$ cat src/rtl/seq_detect_fsm.sv
// rtl/seq_detect_fsm.sv - parametrised serial pattern detector with match counter
//
// Samples one bit of x on each enabled clock and flags completion of a
// PAT_LEN-bit PATTERN (PATTERN[PAT_LEN-1] is the first bit received).
//
// Parameters:
//   PAT_LEN  pattern length in bits (2..32)
//   PATTERN  pattern to detect
//   OVERLAP  1: the tail of one match may begin the next; 0: restart after a match
//   STICKY   0: z pulses for one cycle per match; 1: z latches high until clear/reset
//   CNT_W    width of the saturating match counter
//
// Ports:
//   clk        in   rising-edge clock
//   reset_n    in   asynchronous active-low reset
//   clear      in   synchronous clear of all state, wins over en
//   en         in   sample x this cycle
//   x          in   serial data bit
//   z          out  registered match flag
//   match_cnt  out  matches since reset/clear, saturating at all-ones
//   cnt_sat    out  match_cnt is all-ones
//   fill       out  number of valid history bits, 0..PAT_LEN

module seq_detect_fsm #(
  parameter int                 PAT_LEN = 4,
  parameter logic [PAT_LEN-1:0] PATTERN = 4'b1101,
  parameter bit                 OVERLAP = 1'b1,
  parameter bit                 STICKY  = 1'b0,
  parameter int                 CNT_W   = 8,
  localparam int                FILL_W  = $clog2(PAT_LEN + 1)
) (
  input  logic              clk,
  input  logic              reset_n,
  input  logic              clear,
  input  logic              en,
  input  logic              x,
  output logic              z,
  output logic [CNT_W-1:0]  match_cnt,
  output logic              cnt_sat,
  output logic [FILL_W-1:0] fill
);

  localparam logic [FILL_W-1:0] FILL_FULL = FILL_W'(PAT_LEN);
  localparam logic [CNT_W-1:0]  CNT_MAX   = {CNT_W{1'b1}};

  // Sticky lock: only ever leaves DETECT when STICKY is set.
  typedef enum logic {
    DETECT = 1'b0,
    LOCKED = 1'b1
  } lock_state_t;

  lock_state_t        lock_q, lock_d;
  logic [PAT_LEN-1:0] hist, hist_d, hist_shift;
  logic [FILL_W-1:0]  fill_d, fill_inc;
  logic [CNT_W-1:0]   cnt_d;
  logic               z_d, sat_d, match;

  always_ff @(posedge clk or negedge reset_n) begin
    if (!reset_n) begin
      hist      <= '0;
      fill      <= '0;
      match_cnt <= '0;
      cnt_sat   <= 1'b0;
      z         <= 1'b0;
      lock_q    <= DETECT;
    end else begin
      hist      <= hist_d;
      fill      <= fill_d;
      match_cnt <= cnt_d;
      cnt_sat   <= sat_d;
      z         <= z_d;
      lock_q    <= lock_d;
    end
  end

  always_comb begin
    hist_shift = {hist[PAT_LEN-2:0], x};
    fill_inc   = (fill == FILL_FULL) ? fill : fill + FILL_W'(1);
    match      = 1'b0;
    hist_d     = hist;
    fill_d     = fill;
    cnt_d      = match_cnt;
    lock_d     = lock_q;
    z_d        = 1'b0;

    if (clear) begin
      // The bit presented alongside clear is dropped, so no match can occur.
      hist_d = '0;
      fill_d = '0;
      cnt_d  = '0;
      lock_d = DETECT;
    end else begin
      if (en) begin
        hist_d = hist_shift;
        fill_d = fill_inc;
        // fill guard keeps the zero-filled history from matching early.
        match  = (fill_inc == FILL_FULL) && (hist_shift == PATTERN);
        if (match) begin
          if (match_cnt != CNT_MAX) begin
            cnt_d = match_cnt + CNT_W'(1);
          end
          if (!OVERLAP) begin
            hist_d = '0;
            fill_d = '0;
          end
        end
      end

      if (STICKY) begin
        z_d = (lock_q == LOCKED) || match;
        if (match) begin
          lock_d = LOCKED;
        end
      end else begin
        z_d = match;
      end
    end

    sat_d = (cnt_d == CNT_MAX);
  end

endmodule

$ cat config.mk
export PLATFORM = sky130hd
export DESIGN_NAME = seq_detect_fsm
export DESIGN_NICKNAME = d
export VERILOG_FILES = /design/src/rtl/seq_detect_fsm.sv
export SDC_FILE = /design/constraint.sdc
export NUM_CORES = 1
export LEC_CHECK = 0
export BUFFER_PORTS_ARGS = -buffer_cell sky130_fd_sc_hd__buf_2
export CAP_MARGIN = 20
export CELL_PAD_IN_SITES_DETAIL_PLACEMENT = 0
export CELL_PAD_IN_SITES_GLOBAL_PLACEMENT = 1
export CORE_MARGIN = 3
export CORE_UTILIZATION = 38
export CTS_BUF_LIST = sky130_fd_sc_hd__clkbuf_2 sky130_fd_sc_hd__clkbuf_4 sky130_fd_sc_hd__clkbuf_8
export CTS_CLUSTER_SIZE = 12
export DETAILED_ROUTE_END_ITERATION = 10
export GPL_TIMING_DRIVEN = 0
export HOLD_SLACK_MARGIN = 0.02
export PLACE_DENSITY_LB_ADDON = 0.1
export SETUP_SLACK_MARGIN = 0.5
export SYNTH_ARGS = -nofsm -noshare
export SYNTH_HDL_FRONTEND = slang
export SYNTH_SLANG_ARGS = --single-unit
$ cat constraint.sdc
create_clock -name clk -period 6.28 [get_ports clk]
set_clock_uncertainty 0.05 [all_clocks]
set_input_delay 0.628 -clock clk [delete_from_list [all_inputs] [get_ports clk]]
set_output_delay 0.628 -clock clk [all_outputs]
set_load 0.005 [all_outputs]
==> results.sh <==
export IMPL_wl_um=1940
export IMPL_drv_slew=0
export IMPL_leakagePower_nw=0.510
export IMPL_startpoint_type="flip-flop"
export IMPL_arrival_ns=2.66
export IMPL_clk_pin_slew_worst_paths_ns=0.10
export IMPL_ir_worst_vdd_mv=0.0859
export IMPL_yosysTopAreaCell="dfrtp_1"
export IMPL_synth_edf_count=0
export IMPL_htree_levels=1
export IMPL_ys_ff_latch=16
export IMPL_critical_path_class="flip-flop to flip-flop"
export IMPL_hold_viol=0
export IMPL_cts_resized_gates=0
export IMPL_synth_cell_types=31
export IMPL_synthesis_area_um2=922
export IMPL_dieHeight_um=55.3
export IMPL_yosysTopAreaCellShare_pct=43.4
export IMPL_slew_headroom_pct=69.4
export IMPL_antenna_cells=0
export IMPL_cts_buffers=3
export IMPL_met2_usage_pct=20.1
export IMPL_synthMostInstantiatedCell="dfrtp_1"
export IMPL_synth_cells=102
export IMPL_synth_commonest_cells="dfrtp_1, nor2_1, nand3_1, nand2_1"
export IMPL_drv_cap=0
export IMPL_multi_input_area_um2=485
export IMPL_grt_usage_pct=13.3
export IMPL_num_fill_cells=244
export IMPL_setup_viol_count_final=0
export IMPL_first_pass_iters=4
export IMPL_place_congestion=0.785
export IMPL_grt_start_max_net_pins=17
export IMPL_start_util_pct=40.9
export IMPL_core_um2=2250
export IMPL_place_area_um2=1040
export IMPL_overflow=0
export IMPL_grt_util_met3_pct=2.34
export IMPL_final_core_util_pct=47.6
export IMPL_vias=796
export IMPL_synthFlopType="dfrtp_1"
export IMPL_num_rows=17
export IMPL_cts_hold_buffers=0
export IMPL_cp_required_ns=6.43
export IMPL_powerDensity_nw_per_um2=180
export IMPL_cts_buffer_depth=2
export IMPL_cp_max_fo=10
export IMPL_area_growth_pct=16.4
export IMPL_hp_class="input port to async pin"
export IMPL_outcome="finished, final reports clean"
export IMPL_total_power_uw=193
export IMPL_synthArstFlopShare_pct=100
export IMPL_via_per_inst=5.31
export IMPL_cts_setup_buffers=0
export IMPL_antenna_found_initial=0
export IMPL_tightest_slew_ns=0.452
export IMPL_cts_sinks=16
export IMPL_postLayoutCellArea_um2=1070
export IMPL_yosys_top_cells_area="dfrtp_1, nor2_1, nand3_1"
export IMPL_syn_nets=110
export IMPL_drc=0
export IMPL_yosysWarnings=0
export IMPL_worstSkewPairLatency_ns=0.28
export IMPL_die_area_um2=3050
export IMPL_met1_usage_pct=18.4
export IMPL_io_buffers=16
export IMPL_hpwl_um=1470
export IMPL_io_pin_count=18
export IMPL_synth_area_per_cell_um2=9.04
export IMPL_fmax_ghz=0.399
export IMPL_cts_tree="built"
export IMPL_rsz0062_at_grt="no"
export IMPL_tns_ns=0
export IMPL_grt_pass1_wl_um=3280
export IMPL_crit_path_end_kind="flip-flop"
export IMPL_nNetsFinal=131
export IMPL_detail_route_wl_per_cell_um=13.0
export IMPL_cts_root_buf="clkbuf_4"
export IMPL_r2r_cells=8
export IMPL_drtIter0Drc=17
export IMPL_chipWidth_um=55.3
export IMPL_drive_above_1_share_pct=19.7
export IMPL_yosysSeqAreaShare_pct=43.4
export IMPL_layout_area_seq_um2=400
export IMPL_ant_nets=0
export IMPL_post_route_min_period_ns=2.51
export IMPL_grt_pass1_vias=773
export IMPL_period_share_pct=39.9
export IMPL_grt_most_used_layer="met2"
worst paths after layout:
kind,slack [ns],endpoint,start
worst min register to register,0.48,hist[2]$_DFFE_PN0P_,hist[2]$_DFFE_PN0P_
worst max register to register,3.77,cnt_sat$_DFF_PN0_,fill[0]$_DFFE_PN0P_
worst max-delay path,3.77,cnt_sat$_DFF_PN0_,fill[0]$_DFFE_PN0P_
min in group clk,0.48,hist[2]$_DFFE_PN0P_,hist[2]$_DFFE_PN0P_
worst min-delay path,0.19,cnt_sat$_DFF_PN0_,reset_n
max in group asynchronous,5.73,match_cnt[2]$_DFF_PN0_,reset_n
state kept, by name, summed over array words and instances, names as in the netlist:
register	count
cnt_sat	1
fill	3
hist	3
match_cnt	8
z	1
placed cells by master (no fill, tap or decap), types with 2 or more instances in the layout:
cell type and count:
ha_1 3, buf_2 18, mux2i_1 3, inv_1 4
nor2_1 13, clkbuf_1 3, nand3_1 9, o21ai_0 4
nor3_1 4, nand3b_1 3, and3_1 5, xnor2_1 4
a21oi_1 5, dfrtp_1 16, clkbuf_4 3, o21a_1 2
nand2_1 6, xor2_1 2
cell type report:
| type | instances | share of cell area, % |
|---|---|---|
| Buffer | 5 | 1.98 |
| Clock buffer | 4 | 3.38 |
| Inverter | 4 | 1.40 |
| Multi-Input combinational cell | 77 | 45.2 |
| Sequential cell | 16 | 37.3 |
| Tap cell | 28 | 3.26 |
| Timing Repair Buffer | 16 | 7.46 |
power by group:
part           switching (mW)  internal (mW)
Clock                  0.0328         0.0352
Combinational          0.0102        0.00737
Sequential            0.00221          0.105
metrics by stage:
stage | hold slack [ns] | worst slack, ns | std cells
2_1_floorplan | 0.282 | 3.99 | 102
3_3_place_gp | 0.457 | 3.78 | 146
3_5_place_dp | 0.469 | 3.79 | 146
4_1_cts | 0.196 | 3.76 | 150
5_1_grt | 0.215 | 3.49 | 150
6_report | 0.189 | 3.77 | 150
critical path: stages, from the launching register on:
cell      delay, ns
dfrtp_1        0.44
inv_1          0.09
ha_1           0.33
o311ai_1       0.46
nand3_2        0.11
buf_2          0.21
nor3_1         0.36
nand3_1        0.14
a211oi_2       0.24
cell families after synthesis:
logic type / share of synthesized area (%)
adders and majority gates: 4.07
muxes: 3.26
buffers and inverters: 3.93
xor gates and xnor gates: 5.70
DFF: 43.4
and+or+nand+nor: 26.6
AOI/OAI and AO/OA: 13.0
per-layer routing:
metal  share of wire [%]  up-vias
met5                   0        -
met4                0.72        0
met3                 4.6        2
li1                    -      404
met1                  49      374
met2                  46       16
(Power assumes the default switching activity.)
